`config.mk`:
```
export PLATFORM = sky130hd
export DESIGN_NAME = apb_gpio_slave
export DESIGN_NICKNAME = d
export VERILOG_FILES = /design/src/rtl/gpio_pkg.sv /design/src/rtl/gpio_sync_edge.sv /design/src/rtl/apb_gpio_slave.sv
export SDC_FILE = /design/constraint.sdc
export NUM_CORES = 1
export LEC_CHECK = 0
export CORE_MARGIN = 2
export CORE_UTILIZATION = 55
export CTS_CLUSTER_SIZE = 14
export DETAILED_ROUTE_END_ITERATION = 16
export HOLD_SLACK_MARGIN = 0.15
export PLACE_DENSITY = 0.88
export SYNTH_ARGS = -nofsm -noshare
export SYNTH_HDL_FRONTEND = slang
export SYNTH_SLANG_ARGS = --single-unit
```
`constraint.sdc`:
```
create_clock -name pclk -period 13.1 [get_ports pclk]
set_input_delay 1.31 -clock pclk [delete_from_list [all_inputs] [get_ports pclk]]
set_output_delay 1.31 -clock pclk [all_outputs]
set_load 0.01 [all_outputs]
```
`src/rtl/gpio_pkg.sv`:
```
// Shared definitions for the APB GPIO slave: register offsets, FSM states
// and the wait-state counter width.
package gpio_pkg;

    localparam logic [4:0] OFF_DOUT  = 5'h00;
    localparam logic [4:0] OFF_DIR   = 5'h04;
    localparam logic [4:0] OFF_DIN   = 5'h08;
    localparam logic [4:0] OFF_IE    = 5'h0C;
    localparam logic [4:0] OFF_ISTAT = 5'h10;

    localparam int WAIT_W = 4;

    typedef enum logic {
        IDLE,
        ACCESS
    } state_t;

endpackage

```
`src/rtl/gpio_sync_edge.sv`:
```
// Brings asynchronous pad inputs into the pclk domain and flags rising edges
// of the synchronised value.
module gpio_sync_edge #(
    parameter int NUM_GPIO = 32
) (
    input  logic                pclk,
    input  logic                preset,
    input  logic [NUM_GPIO-1:0] din,
    output logic [NUM_GPIO-1:0] sync,
    output logic [NUM_GPIO-1:0] rise
);

    logic [NUM_GPIO-1:0] meta, sync_q, hist;

    // NOTE: sequential state uses non-blocking assignments so every flop samples the pre-edge value.
    always_ff @(posedge pclk or posedge preset) begin
        if (preset) begin
            meta   <= '0;
            sync_q <= '0;
            hist   <= '0;
        end else begin
            meta   <= din;
            sync_q <= meta;
            hist   <= sync_q;
        end
    end

    assign sync = sync_q;
    assign rise = sync_q & ~hist;

endmodule

```
`src/rtl/apb_gpio_slave.sv`:
```
// APB3 slave front end and register file of the GPIO block: access FSM with
// programmable wait states, address decode, DOUT/DIR/IE/ISTAT registers, irq.
module apb_gpio_slave
    import gpio_pkg::*;
#(
    parameter int NUM_GPIO    = 32,
    parameter int WAIT_STATES = 0
) (
    input  logic                pclk,
    input  logic                preset,
    input  logic                psel,
    input  logic                penable,
    input  logic                pwrite,
    input  logic [31:0]         paddr,
    input  logic [31:0]         pwdata,
    output logic [31:0]         prdata,
    output logic                pready,
    output logic                pslverr,
    input  logic [NUM_GPIO-1:0] gpio_in,
    output logic [NUM_GPIO-1:0] gpio_out,
    output logic [NUM_GPIO-1:0] gpio_oe,
    output logic                irq
);

    state_t              state, state_nxt;
    logic [WAIT_W-1:0]   wcnt, wcnt_nxt;
    logic [4:0]          off;
    logic                addr_err, err, wr_en;
    logic [NUM_GPIO-1:0] wdata, w1c_mask;
    logic [NUM_GPIO-1:0] dout, dir, ie, istat, din_sync, rise;
    logic [31:0]         rdata;
    logic                unused_bits;

    assign unused_bits = &{1'b0, paddr[31:5], pwdata};

    always_ff @(posedge pclk or posedge preset) begin
        if (preset) begin
            state <= IDLE;
            wcnt  <= '0;
        end else begin
            state <= state_nxt;
            wcnt  <= wcnt_nxt;
        end
    end

    // NOTE: every always_comb output gets a default first so no path leaves it unassigned (no latch).
    always_comb begin
        state_nxt = state;
        wcnt_nxt  = wcnt;
        case (state)
            IDLE: begin
                if (psel && !penable) begin
                    state_nxt = ACCESS;
                    wcnt_nxt  = WAIT_W'(WAIT_STATES);
                end
            end
            ACCESS: begin
                if (!psel || pready)
                    state_nxt = IDLE;
                else if (wcnt != '0)
                    wcnt_nxt = wcnt - 1'b1;
            end
            default: state_nxt = IDLE;
        endcase
    end

    assign pready = (state == ACCESS) && (wcnt == '0) && psel && penable;

    assign off      = paddr[4:0];
    assign addr_err = (off[1:0] != 2'b00) || (off > OFF_ISTAT);
    assign err      = addr_err || (pwrite && off == OFF_DIN);
    assign pslverr  = pready && err;
    assign wr_en    = pready && pwrite && !err;
    assign wdata    = pwdata[NUM_GPIO-1:0];
    assign w1c_mask = (wr_en && off == OFF_ISTAT) ? wdata : '0;

    always_comb begin
        rdata = '0;
        case (off)
            OFF_DOUT:  rdata[NUM_GPIO-1:0] = dout;
            OFF_DIR:   rdata[NUM_GPIO-1:0] = dir;
            OFF_DIN:   rdata[NUM_GPIO-1:0] = din_sync;
            OFF_IE:    rdata[NUM_GPIO-1:0] = ie;
            OFF_ISTAT: rdata[NUM_GPIO-1:0] = istat;
            default:   rdata = '0;
        endcase
    end

    assign prdata = (pready && !pwrite && !err) ? rdata : 32'h0;

    gpio_sync_edge #(.NUM_GPIO(NUM_GPIO)) u_sync (
        .pclk   (pclk),
        .preset (preset),
        .din    (gpio_in),
        .sync   (din_sync),
        .rise   (rise)
    );

    always_ff @(posedge pclk or posedge preset) begin
        if (preset) begin
            dout  <= '0;
            dir   <= '0;
            ie    <= '0;
            istat <= '0;
            irq   <= 1'b0;
        end else begin
            if (wr_en) begin
                case (off)
                    OFF_DOUT: dout <= wdata;
                    OFF_DIR:  dir  <= wdata;
                    OFF_IE:   ie   <= wdata;
                    default:  ;
                endcase
            end
            // A rise in the same cycle as a W1C keeps the bit set.
            istat <= rise | (istat & ~w1c_mask);
            irq   <= |(istat & ie);
        end
    end

    assign gpio_out = dout;
    assign gpio_oe  = dir;

endmodule

```
==> summary.md, run 1 <==
| Metric | Value |
|---|---|
| Number of global-route vias before repair | `6724` |
| PwrDens | `~130 nW/um^2` |
| Fin Setup TNS | `0 ps` |
| Status | `finished clean` |
| Slew @ Worst Pin | `1160 ps` |
| Synth warn | `0` |
| Worst hold start | `u_sync.meta[7]` |
| R2R depth | `6` |
| FMAX | `roughly 170 MHz` |
| Synth Area in Compound Gates | `a little under a tenth` |
| CP Capture Type | `primary output` |
| Layout cells sized above 1 | `16.7%` |
| Final worst-path cycle share | `between 40% and 50%` |
| Clock-pin slew on the worst setup and hold paths | `roughly 60 ps` |
| Site Rows | `48` |
| Antenna Cells | `0` |
| Nets | `just under 1000` |
| Core area | `17100 sq um` |
| CTS tree | `done` |
| Fill count | `1168` |
| Wire per inst | `approximately 22 um` |
| Register area share after synthesis | `around three fifths` |
| Mux contribution to synthesized area | `between 10% and 20%` |
| Hold crit path type | `reg -> reg` |
| Synth Area in Simple Gates | `6.26%` |
| Cts bufs inserted | `24` |
| Ys flop type | `dfrtp_1` |
| Xor-xnor portion of the synthesized cell area | `0%` |
| EDFF count, synth | `0` |
| Worst EP required | `around 12000 ps` |
| Critical Path Source | `psel` |
| Fin util | `between 70% and 80%` |
| Final wirelength | `roughly 25000 um` |
| First-pass GRT wire length | `38600 um` |
| Detail Route Antenna Nets | `0` |
| WS Path Type | `in -> out` |
| Number of remaining DRC errors | `0` |
| Post-CTS setup buffer count | `0` |
| Clk Latency, worst-skew pair | `510 ps` |
| Area grow syn2layout | `28.0%` |
| Post-CTS Resized | `0` |
| Power consumption | `about 1.6 mW` |
| Max-slew headroom | `between 20 and 25%` |
| Syn nets | `800` |
| DR pass1 iterations | `5` |
| CTS root buf | `clkbuf_16` |
| Adder-Cell Fraction of Synth Area | `less than 1%` |
| Synth unique cells | `40` |
| Final Setup Violations | `0` |
| Final GP Congestion | `approximately 0.80` |
| Hold buffers post-CTS | `0` |
| Ys async rst share | `100%` |
| Largest family of logic cells by synthesized area | `multiplexers` |
| Register bit total from synthesis | `230` |
| Total GRT Usage | `a little over a quarter` |
| Hold path depth | `0` |
| Drt first-iter violations | `around 480` |
| Mapped cell area | `roughly 9500 sq um` |
| Clock Path Buffers | `3` |
| Maximum fanout along the worst path | `39` |
| Initial core utilization | `a little under three fifths` |
| Die Span Y | `between 100 and 150 um` |
| Min cycle time layout | `about 6000 ps` |
| Setup crit start kind | `input pin` |
| Syn Inst Count | `698` |
| Pleak | `around 5.6 nW` |
| Clock sinks | `230` |
| Max cap viols | `0` |
| Hpwl dp | `14700 um` |
| Worst Skew | `roughly 8.9 ps` |
| Die Width | `between 100 and 150 um` |
| Synth Area per Inst | `roughly 14 sq um` |
| Worst Path Arrival | `between 4000 and 5000 ps` |
| Final Hold Violating Endpoints | `0` |
| Final Slew Violations | `0` |
| Max rail drop VDD | `0.106 mV` |
| Remaining global-route overflow | `0` |
| Port bufs | `~170` |
| Die area | `about 18000 sq um` |
| Num ports | `200` |
| Initial antenna violation count | `0` |
| Vias per cell | `between 5 and 6` |
| H-tree depth | `1` |
| Largest net degree at the start of global routing | `150` |
| Vias | `6580` |
| RR Startpoint | `wcnt[0]` |
| RSZ-0062 raised after global routing | `false` |
worst max-delay path, stage by stage:
cell and delay (ps):
clkdlybuf4s50_1 500, and3b_1 190, and3_4 560, nand4b_1 710, buf_4 510, a21oi_1 250, clkdlybuf4s50_1 590
power by group:
group	total, mW	internal, mW	switching, mW	leakage [nW]
registers	0.764	0.743	0.0209	2.81
logic	0.143	0.0706	0.0729	2.32
clock network	0.737	0.455	0.282	0.432
total	1.64	1.27	0.375	5.57
cells in the final DEF (no fill, tap or decap), drive strengths merged, types with 2 or more instances in the layout:
master / Yosys / final
clkinv: 0 / 7
mux2i: 66 / 66
nand3: 12 / 12
nor2: 3 / 3
mux2: 96 / 96
and3b: 2 / 2
dfrtp: 230 / 230
a22oi: 16 / 16
bufinv: 0 / 4
and4b: 2 / 2
nand4: 26 / 26
a22o: 33 / 33
and2: 2 / 2
o22a: 32 / 32
clkdlybuf4s50: 0 / 170
inv: 37 / 37
clkbuf: 17 / 33
buf: 26 / 9
and3: 12 / 12
nand2: 36 / 36
nand2b: 2 / 2
a21oi: 32 / 32
o21ai: 3 / 3
metal layers:
layer	GRT usage [%]	vias up	wire length, um
li1	-	2860	-
met1	37.7	3401	10400
met2	45.3	264	12000
met3	4.38	55	1450
met4	8.74	0	745
met5	0	-	0
layout make-up:
class                           count  area [sq um]  area share, %
Multi-Input combinational cell    388          3370           27.7
Tap cell                          225           282           2.31
Clock inverter                     11           159           1.30
Sequential cell                   230          5760           47.3
Clock buffer                       33           706           5.79
Inverter                           37           146           1.20
Timing Repair Buffer              179          1760           14.5
per-stage QoR:
stage	cell area, sq um	std cells	setup slack, ps	hold WS, ps
3_5_place_dp	11300	1059	7190	335
3_3_place_gp	11300	1059	7250	332
6_report	12200	1103	7140	346
5_1_grt	12200	1103	7100	348
4_1_cts	12200	1103	7170	347
2_1_floorplan	9510	698	5490	331
registers in the layout, indices dropped and copies added, names as in the netlist:
name	count
u_sync.sync	32
istat	32
state	1
ie	32
gpio_out	32
u_sync.meta	32
u_sync.hist	32
gpio_oe	32
wcnt	4
irq	1
logic make-up (layout without fill, tap and decap cells):
group | Yosys count | after routing
DFF | 230 | 230
muxes | 162 | 162
AOI/OAI and AO/OA | 121 | 121
and+or+nand+nor | 104 | 104
buffers and inverters | 80 | 260
adders and majority gates | 1 | 1
cell usage after synthesis, drive strengths merged, types with 16 or more instances:
master	n	area share [%]
dfrtp	230	60
mux2	96	13
mux2i	66	6.9
inv	37	1.5
nand2	36	1.4
a22o	33	3.0
a21oi	32	1.7
o22a	32	2.9
buf	26	2.0
nand4	26	1.9
clkbuf	17	0.67
a22oi	16	1.3
worst paths after layout:
check                           slack [ps]         endpoint
max in group asynchronous            10130        istat[29]
worst min-delay path                   350   u_sync.sync[7]
worst max-delay path                  7140       prdata[11]
min in group asynchronous             1390  u_sync.sync[16]
worst min register to register         350   u_sync.sync[7]
worst max register to register       10030     gpio_out[28]
(Power assumes the default switching activity.)
==> inputs of run 2 (changes only) <==
--- a/config.mk
+++ b/config.mk
@@ -6,11 +6,11 @@
 export NUM_CORES = 1
 export LEC_CHECK = 0
 export CORE_MARGIN = 2
-export CORE_UTILIZATION = 55
+export CORE_UTILIZATION = 51
 export CTS_CLUSTER_SIZE = 14
 export DETAILED_ROUTE_END_ITERATION = 16
 export HOLD_SLACK_MARGIN = 0.15
-export PLACE_DENSITY = 0.88
+export PLACE_DENSITY = 0.83
 export SYNTH_ARGS = -nofsm -noshare
 export SYNTH_HDL_FRONTEND = slang
 export SYNTH_SLANG_ARGS = --single-unit
==> constraint.sdc (replaced) <==
create_clock -name pclk -period 5.8 [get_ports pclk]
set_input_delay 0.58 -clock pclk [delete_from_list [all_inputs] [get_ports pclk]]
set_output_delay 0.58 -clock pclk [all_outputs]
set_load 0.01 [all_outputs]
==> run 2 against run 1 <==
  * Final area down 0.23%
  * Via count down 1.7%
  * Critical path depth down 1
  * Register-to-register slack worse by 7400 ps
  * Core utilization down 4.2 points
  * Clock power up 110%
  * Non-clock buffer count up 3
  * Clock skew up 5.0 ps
  * Critical path type unchanged
  * Critical endpoint unchanged
  * Largest power group unchanged
==> summary.md, run 2 (synthesis results as in run 1) <==
| Metric | Value |
|---|---|
| Status | `finished clean` |
| Clk Latency, worst-skew pair | `500 ps (about the same)` |
| Fin Setup TNS | `0 ps (unchanged)` |
| Num ports | `200 (unchanged)` |
| Number of global-route vias before repair | `6827 (+1.5%)` |
| Slowest-stage cell, CP | `clkdlybuf4s50_1` |
| Worst Skew | `13.9 ps (+5.03 ps)` |
| Max cap viols | `0 (unchanged)` |
| Most common cell after layout, fill and taps aside | `dfrtp_1` |
| Max rail drop VDD | `0.184 mV (+73%)` |
| Worst Path Arrival | `3340 ps (-1310 ps)` |
| Hold buffers post-CTS | `0 (unchanged)` |
| Post-CTS Resized | `0 (unchanged)` |
| Port bufs | `172 (unchanged)` |
| Min cycle time layout | `just under 4000 ps` |
| Die area | `19800 sq um (+7.6%)` |
| Critical path's most frequent cell | `clkdlybuf4s50_1` |
| Register area | `5760 sq um (unchanged)` |
| PwrDens | `296 nW/um^2 (+120%)` |
| Setup crit start kind | `input pin` |
| Maximum fanout along the worst path | `17 (-56%)` |
| Detail Route Antenna Nets | `0 (unchanged)` |
| Post-CTS setup buffer count | `0 (unchanged)` |
| Drt first-iter violations | `350 (-27%)` |
| Nets | `965 (+0.31%)` |
| Wire per inst | `22.6 um (+1.4%)` |
| Number of remaining DRC errors | `0 (unchanged)` |
| Final Hold Violating Endpoints | `0 (unchanged)` |
| First-pass GRT wire length | `39200 um (+1.6%)` |
| CTS root buf | `clkbuf_16` |
| Largest net degree at the start of global routing | `145 (-3.3%)` |
| Initial core utilization | `52.4% (-3.2 points)` |
| Crit path largest cell delay | `690 ps (-20 ps)` |
| FMAX | `roughly 260 MHz` |
| Commonest non-fill, non-tap cells in the layout | `230 x dfrtp_1, 170 x clkdlybuf4s50_1, 66 x mux2i_1, 58 x mux2_2` |
| Vias per cell | `5.84 (-2.1%)` |
| RSZ-0062 raised after global routing | `false` |
| Remaining global-route overflow | `0 (unchanged)` |
| Hpwl dp | `15500 um (+5.5%)` |
| Final wirelength | `25100 um (+1.8%)` |
| M2 GR Usage | `42.0% (-3.3 points)` |
| Worst-case hold slack | `345 ps (-0.853 ps)` |
| Layout cells sized above 1 | `16.2% (-0.55 points)` |
| DR pass1 iterations | `4 (-1)` |
| Clock sinks | `230 (unchanged)` |
| Final Slew Violations | `0 (unchanged)` |
| Initial antenna violation count | `2 (+2)` |
| Final Setup Violations | `0 (unchanged)` |
| Met1 usage | `35.9% (-1.9 points)` |
| CTS tree | `done` |
| Pleak | `5.53 nW (-0.60%)` |
| Worst EP required | `5220 ps (-6570 ps)` |
| Clock Path Buffers | `3 (unchanged)` |
| Area occupied by multi-input gates | `3370 sq um (unchanged)` |
| Fill count | `1302 (+11%)` |
| Critical path cell sequence | `clkdlybuf4s50_1 -> nand2_1 -> buf_4 -> o22a_1 -> a21oi_1 -> clkdlybuf4s50_1` |
| Clock-pin slew on the worst setup and hold paths | `60 ps (about the same)` |
| WS Path Type | `in -> out` |
| Die Width | `141 um (+3.7%)` |
| Vias | `6471 (-1.7%)` |
| Slew @ Worst Pin | `1120 ps (-39.3 ps)` |
| Site Rows | `49 (+2.1%)` |
| Hold crit path type | `reg -> reg` |
| Max-slew headroom | `25.4% (+2.6 points)` |
| Routing usage on met3 | `4.28% (-0.097 points)` |
| Final GP Congestion | `0.755 (-5.6%)` |
| Total GRT Usage | `25.7% (-1.8 points)` |
| Core area | `18100 sq um (+6.0%)` |
| H-tree depth | `1 (unchanged)` |
| Grt peak-use layer | `met2` |
| Cts bufs inserted | `24 (unchanged)` |
| Die Span Y | `141 um (+3.7%)` |
| Area grow syn2layout | `27.7%` |
| CP Capture Type | `primary output` |
| Final worst-path cycle share | `between 60 and 70%` |
## run 2: cell type report
type	count	share of cell area, %
Antenna cell	2	0.0412
Clock buffer	35	5.70
Clock inverter	5	0.844
Inverter	37	1.17
Multi-Input combinational cell	388	27.7
Sequential cell	230	47.4
Tap cell	229	2.36
Timing Repair Buffer	182	14.8
## run 2: path summary, 6_finish.rpt
| check | from | endpoint | slack, ps | depth (start not counted) |
|---|---|---|---|---|
| max | paddr[2] | prdata[11] | 1880 | 6 |
| min | u_sync.meta[17] | u_sync.sync[17] | 350 | 0 |
| max reg2reg | wcnt[0] | gpio_out[24] | 2600 | 7 |
| min reg2reg | u_sync.meta[17] | u_sync.sync[17] | 350 | 0 |
| max in group asynchronous | preset | gpio_oe[11] | 4220 | 3 |
| min in group asynchronous | preset | gpio_out[24] | 370 | 2 |
## run 2: stage by stage
stage / total power, mW / utilization, % / instances / worst slack [ps] / cell area (sq um)
floorplan: 1.92 / - / 698 / 2210 / 9520
global placement: 2.07 / 62.6 / 1066 / 1960 / 11400
detailed placement: 2.08 / 62.6 / 1066 / 1990 / 11400
CTS: 3.63 / 66.9 / 1106 / 1930 / 12100
global route: 3.74 / 67.0 / 1108 / 1720 / 12200
finish: 3.60 / 67.0 / 1108 / 1880 / 12200
## run 2: where the power goes
| part | leakage [nW] | internal, mW | switching, mW | total [mW] |
|---|---|---|---|---|
| registers | 2.81 | 1.68 | 0.0475 | 1.73 |
| logic | 2.33 | 0.161 | 0.164 | 0.325 |
| clock network | 0.384 | 0.955 | 0.595 | 1.55 |
## run 2: worst max-delay path: cells and delay by family
family / cells / cell delay [ps]
buffers and inverters: 3 / 1720
AND/OR/NAND/NOR: 1 / 590
AO/OA/AOI/OAI: 2 / 430
## run 2: per-layer routing
layer  wire length [um]  vias to the layer above
met1              10700                     3324
li1                   -                     2862
met4                548                        2
met5                 14                        -
met3               1720                       44
met2              12100                      239
